**src/rtl/posit_decode.sv**
```systemverilog
// Two-stage posit field decoder: stage 1 captures sign, magnitude and special flags,
// stage 2 splits regime/exponent/fraction. Define POSIT_DECODE_STATS_EN for counters.
module posit_decode #(
    parameter int N  = 10,
    parameter int ES = 4,
    parameter int RS = 2
) (
    input  logic               clk,
    input  logic               reset,
    input  logic               in_valid,
    output logic               in_ready,
    input  logic [N-1:0]       in_posit,
    output logic               out_valid,
    input  logic               out_ready,
    output logic               out_sign,
    output logic [RS+ES-1:0]   out_scale,
    output logic [N-1-RS-ES:0] out_frac,
    output logic               out_pzero,
    output logic               out_pinf
`ifdef POSIT_DECODE_STATS_EN
    ,
    output logic [15:0]        word_cnt,
    output logic [15:0]        special_cnt
`endif
);
    localparam int FW = N - 1 - RS - ES;
    localparam int SW = RS + ES;
    localparam logic [N-1:0] NAR = {1'b1, {(N-1){1'b0}}};

    // valid/ready: a transfer happens on any rising edge where valid && ready;
    // a producer holds its data stable while valid && !ready.
    logic          s1_valid_q, s1_valid_d;
    logic          sign_q, sign_d;
    logic [N-2:0]  mag_q, mag_d;
    logic          zero_q, zero_d;
    logic          nar_q, nar_d;

    logic          out_valid_q, out_valid_d;
    logic          out_sign_q, out_sign_d;
    logic [SW-1:0] out_scale_q, out_scale_d;
    logic [FW:0]   out_frac_q, out_frac_d;
    logic          out_pzero_q, out_pzero_d;
    logic          out_pinf_q, out_pinf_d;

    logic s2_adv, s1_adv, accept;

    assign s2_adv   = !out_valid_q || out_ready;
    assign s1_adv   = s1_valid_q && s2_adv;
    assign in_ready = reset && (!s1_valid_q || s2_adv);
    assign accept   = in_valid && in_ready;

    logic [N-1:0] full_mag;

    always_comb begin
        s1_valid_d = s1_valid_q;
        sign_d     = sign_q;
        mag_d      = mag_q;
        zero_d     = zero_q;
        nar_d      = nar_q;
        full_mag   = in_posit[N-1] ? -in_posit : in_posit;
        if (in_ready) s1_valid_d = in_valid;
        if (accept) begin
            sign_d = in_posit[N-1];
            mag_d  = full_mag[N-2:0];
            zero_d = (in_posit == '0);
            nar_d  = (in_posit == NAR);
        end
    end

    logic [RS-1:0] reg_bits;
    logic [ES-1:0] exp_bits;
    logic [FW-1:0] frac_bits;
    logic [SW-1:0] dec_scale;
    int            run;
    int            k;
    logic          stop;

    // Regime is a bounded run: it ends at the first opposite bit or at the field edge.
    always_comb begin
        reg_bits  = mag_q[N-2 -: RS];
        exp_bits  = mag_q[N-2-RS -: ES];
        frac_bits = mag_q[FW-1:0];
        run       = 0;
        stop      = 1'b0;
        for (int i = RS - 1; i >= 0; i--) begin
            if (!stop && (reg_bits[i] == reg_bits[RS-1])) run = run + 1;
            else stop = 1'b1;
        end
        k         = reg_bits[RS-1] ? (run - 1) : -run;
        dec_scale = SW'(k * (1 << ES) + int'(exp_bits));
    end

    always_comb begin
        out_valid_d = out_valid_q;
        out_sign_d  = out_sign_q;
        out_scale_d = out_scale_q;
        out_frac_d  = out_frac_q;
        out_pzero_d = out_pzero_q;
        out_pinf_d  = out_pinf_q;
        if (s2_adv) out_valid_d = s1_valid_q;
        if (s1_adv) begin
            if (zero_q || nar_q) begin
                out_sign_d  = 1'b0;
                out_scale_d = '0;
                out_frac_d  = '0;
                out_pzero_d = zero_q;
                out_pinf_d  = nar_q;
            end else begin
                out_sign_d  = sign_q;
                out_scale_d = dec_scale;
                out_frac_d  = {1'b1, frac_bits};
                out_pzero_d = 1'b0;
                out_pinf_d  = 1'b0;
            end
        end
    end

    always_ff @(posedge clk) begin
        if (!reset) begin
            s1_valid_q  <= 1'b0;
            sign_q      <= 1'b0;
            mag_q       <= '0;
            zero_q      <= 1'b0;
            nar_q       <= 1'b0;
            out_valid_q <= 1'b0;
            out_sign_q  <= 1'b0;
            out_scale_q <= '0;
            out_frac_q  <= '0;
            out_pzero_q <= 1'b0;
            out_pinf_q  <= 1'b0;
        end else begin
            s1_valid_q  <= s1_valid_d;
            sign_q      <= sign_d;
            mag_q       <= mag_d;
            zero_q      <= zero_d;
            nar_q       <= nar_d;
            out_valid_q <= out_valid_d;
            out_sign_q  <= out_sign_d;
            out_scale_q <= out_scale_d;
            out_frac_q  <= out_frac_d;
            out_pzero_q <= out_pzero_d;
            out_pinf_q  <= out_pinf_d;
        end
    end

    assign out_valid = out_valid_q;
    assign out_sign  = out_sign_q;
    assign out_scale = out_scale_q;
    assign out_frac  = out_frac_q;
    assign out_pzero = out_pzero_q;
    assign out_pinf  = out_pinf_q;

`ifdef POSIT_DECODE_STATS_EN
    logic [15:0] word_cnt_q, word_cnt_d;
    logic [15:0] special_cnt_q, special_cnt_d;

    // Both counters stick at all-ones rather than wrapping.
    always_comb begin
        word_cnt_d    = word_cnt_q;
        special_cnt_d = special_cnt_q;
        if (out_valid_q && out_ready) begin
            if (word_cnt_q != 16'hFFFF) word_cnt_d = word_cnt_q + 16'd1;
            if ((out_pzero_q || out_pinf_q) && (special_cnt_q != 16'hFFFF))
                special_cnt_d = special_cnt_q + 16'd1;
        end
    end

    always_ff @(posedge clk) begin
        if (!reset) begin
            word_cnt_q    <= '0;
            special_cnt_q <= '0;
        end else begin
            word_cnt_q    <= word_cnt_d;
            special_cnt_q <= special_cnt_d;
        end
    end

    assign word_cnt    = word_cnt_q;
    assign special_cnt = special_cnt_q;
`endif

endmodule

```
**config.mk**
```make
export PLATFORM = sky130hd
export DESIGN_NAME = posit_decode
export DESIGN_NICKNAME = d
export VERILOG_FILES = /design/src/rtl/posit_decode.sv
export SDC_FILE = /design/constraint.sdc
export NUM_CORES = 1
export LEC_CHECK = 0
export BUFFER_PORTS_ARGS = -buffer_cell sky130_fd_sc_hd__buf_2
export CAP_MARGIN = 20
export CORE_MARGIN = 8
export CORE_UTILIZATION = 35
export DETAILED_ROUTE_END_ITERATION = 6
export GPL_ROUTABILITY_DRIVEN = 0
export GPL_TIMING_DRIVEN = 1
export SYNTH_ARGS = -nofsm -noshare
export SYNTH_HDL_FRONTEND = slang
export SYNTH_SLANG_ARGS = --single-unit
export TNS_END_PERCENT = 50
```
**constraint.sdc**
```tcl
create_clock -name clk -period 3.1 [get_ports clk]
set_input_delay 0.155 -clock clk [delete_from_list [all_inputs] [get_ports clk]]
set_output_delay 0.155 -clock clk [all_outputs]
set_load 0.005 [all_outputs]
```
==> results.md <==
* Status: finished, final reports clean
* Final Max Slew Viols at 0
* Cts bufs inserted at 3
* Critical Path Start Type: flip-flop
* Xor-xnor portion of the synthesized cell area at between 5 and 6%
* Post-CTS Setup Inserts at 0
* Die Span X at about 74 um
* Fraction of layout cells with a size suffix above 1 at 26.2%
* Hold Slack at 0.0539 ns
* Wire length per cell at roughly 12 um
* Combinational share of power at 13.7%
* Most frequent cells in the layout: 28 x buf_2, 27 x dfxtp_1, 15 x nor2b_1
* Critical path class: flip-flop to flip-flop
* Tcrit/Tclk final at 49.2%
* Mux cell area share after synthesis at about 1.7%
* CP Data Arrival Time at 1.75 ns
* Worst path most repeated cell: nor2b_1
* Critical Path RT at 3.32 ns
* Post-Synth Adder-Cell Area at 1.08%
* Hold crit path type: primary input to flip-flop
* Area grow syn2layout at 17.4%
* Leakage Power at 0.578 nW
* CTS tree: yes
* Int Power at 0.000451 W
* Initial antenna violation count at 0
* Largest family of logic cells by synthesized area: simple AND/OR/NAND/NOR gates
* Critical-path top delay cell: nand2b_1
* Reg2reg start: out_valid
* Total GRT Usage at approximately 10%
* Crit path max fanout at 13
* Sw frac at approximately 25%
* Vias in the first global route at between 900 and 1000
* Fin. Hold Viols at 0
* Worst skew pair latency at 0.31 ns
* PD cells at 441 nW/um2
* # hold bufs at CTS at 0
* DRC Markers at 0
* Ant diodes at 0
* Root Buffer: clkbuf_4
* Worst-path clk slew at 0.14 ns
* Synthesized instance count at around 120
* Ports at 29
* Die area at 5430 um2
* Min-delay src: in_posit[8]
* Pin count of the biggest net entering global routing at 30
* Fin nets at 165
* Reg power frac at 62.1%
* PnR Total Power at 0.000603 W
* Worst path top cell family by delay: simple AND/OR/NAND/NOR gates
* Max-Slew Margin vs Limit at 63.6%
* Final Util at 41.9%
* Seq/Total Area, Yosys at 46.5%
* Synth Warn # at 0
* Clock power share at 24.2%
* Post-synthesis cell type count at 34
* Global-route wire length before repair at 4.33 mm
* Row Count at 21
* #FFs+latches synth at 27
* TritonCTS Sinks at 27
* Setup TNS at 0 ns
* RSZ-0062 raised after global routing: false
* Critical Path End Type: flip-flop
* Hold Path End: zero_q
* CTS H-tree lvls at 1
* Synth Area in Simple Gates at 22.6%
* Complex-gate fraction of the synthesized area at 19.0%
* Syn_area_per_cell at between 9 and 10 um2
* WHS Path Cells at 2
* Vias per std cell at 4.75
* Critical-path cell list: nor2b_1, nand2b_1, mux2i_1, nor2b_1
* Drt pass-1 iters at 4
* Final setup vio count at 0
* Max Cap Viol at 0
* Most common cell after layout, fill and taps aside: buf_2
* GRT overflow at 0
* Worst-margin pin slew at roughly 0.55 ns
* Core area at between 3000 and 4000 um2
* R2r setup slk at 1.57 ns
* Worst vdd ir at about 0.13 mV
* Fillcell total at 355
* Net Switching at 0.000153 W
* Critical R2R Capture: out_pzero
* Vias at between 900 and 1000
* I/O Buffers at 28
* Clock Path Buffers at 2
* Post-Syn Nets at around 140
* Post-Syn Area at 1160 um2
* Crit path time final at around 1.5 ns
* Fmax at 0.655 GHz
* CP peak stage delay at 0.49 ns
* Buf/Inv on CP at 0
* Initial DRC count at 74
* DRT antenna net count at 0
* Hpwl dp at 1.90 mm
* DIE HEIGHT at ~74 um
* Initial Utilization at 35.7%
* Post_cts resized at 0
* Clk_skew at 0.00169 ns
* Total Wirelength at 2.44 mm
* Cells on worst reg2reg path at 4
[metrics by stage]
stage	setup WS [ns]	cells	instance area (um2)
after detailed placement	1.24	190	1330
after CTS	1.23	194	1360
after global placement	1.29	190	1330
final	1.57	195	1370
after global routing	1.45	195	1370
after floorplan	1.44	122	1160
[cells in the mapped netlist (all sizes together)]
cell | number | area (um2)
nand2 | 8 | 30.0
nand2b | 2 | 12.5
o31ai | 1 | 7.51
and2 | 1 | 6.26
o21a | 1 | 7.51
a21boi | 4 | 30.0
or4 | 1 | 11.3
o211ai | 1 | 7.51
buf | 1 | 11.3
and3 | 1 | 6.26
o211a | 1 | 10.0
xnor2 | 3 | 26.3
nor2b | 15 | 93.8
ha | 1 | 12.5
nor3 | 1 | 5.00
or2 | 1 | 6.26
mux2i | 2 | 20.0
a22oi | 9 | 67.6
o21ai | 11 | 55.1
xor2 | 4 | 35.0
a21oi | 2 | 10.0
dfxtp | 27 | 541
nor4 | 1 | 6.26
or4b | 1 | 10.0
inv | 4 | 15.0
clkbuf | 5 | 18.8
or3 | 1 | 11.3
nand3b | 1 | 11.3
o41ai | 3 | 26.3
nand3 | 8 | 52.6
[flip-flops by register name (all words and copies together), names as in the netlist]
register    flops
out_pinf        1
out_scale       6
sign_q          1
out_pzero       1
out_valid       1
zero_q          1
out_frac        4
nar_q           1
out_sign        1
s1_valid_q      1
mag_q           9
[worst reg2reg max path, stage by stage (launching register included)]
cell,delay (ns)
dfxtp_1,0.38
nor2b_1,0.25
nand2b_1,0.49
mux2i_1,0.25
nor2b_1,0.06
[layer usage]
layer  global-route usage (%)  routed length, um  part of all wire [%]
met5                        0                  0                     0
met2                     16.0               1140                    47
met1                     12.1               1150                    47
met3                     1.91                105                   4.3
met4                     5.54                 37                   1.5
[power groups by stage]
| stage | Sequential [W] | Combinational [W] | Clock [W] |
|---|---|---|---|
| finish | 0.000375 | 0.0000827 | 0.000146 |
| detailed placement | 0.000383 | 0.0000825 | 0 |
| global placement | 0.000382 | 0.0000800 | 0 |
| global route | 0.000377 | 0.0000940 | 0.000167 |
| floorplan | 0.000381 | 0.0000531 | 0 |
| CTS | 0.000375 | 0.0000825 | 0.000153 |
[final cells by class]
class	count	area, um2	area share [%]
well taps	46	57.6	4.21
clock inverters	1	5.00	0.366
flip-flops and latches	27	541	39.6
clock buffers	3	22.5	1.65
multi-input cells	85	578	42.3
repair buffers	29	148	10.8
inverters	4	15.0	1.10
[worst max path at each step]
stage	slack, ns	cells past startpoint	start	to
4_1_cts	1.23	4	nar_q	out_scale[4]
3_3_place_gp	1.29	5	in_posit[5]	nar_q
6_report	1.57	4	out_valid	out_pzero
5_1_grt	1.45	4	out_valid	out_pinf
3_5_place_dp	1.24	5	in_posit[5]	nar_q
2_1_floorplan	1.44	4	in_posit[5]	nar_q
[cells by family after synthesis]
| logic type | Yosys count |
|---|---|
| mux | 2 |
| flops | 27 |
| fa+ha+maj | 1 |
| simple gates | 42 |
| xor+xnor | 7 |
| compound gates | 33 |
| buf+inv | 10 |
No activity file was read; power rests on OpenSTA's default activity.
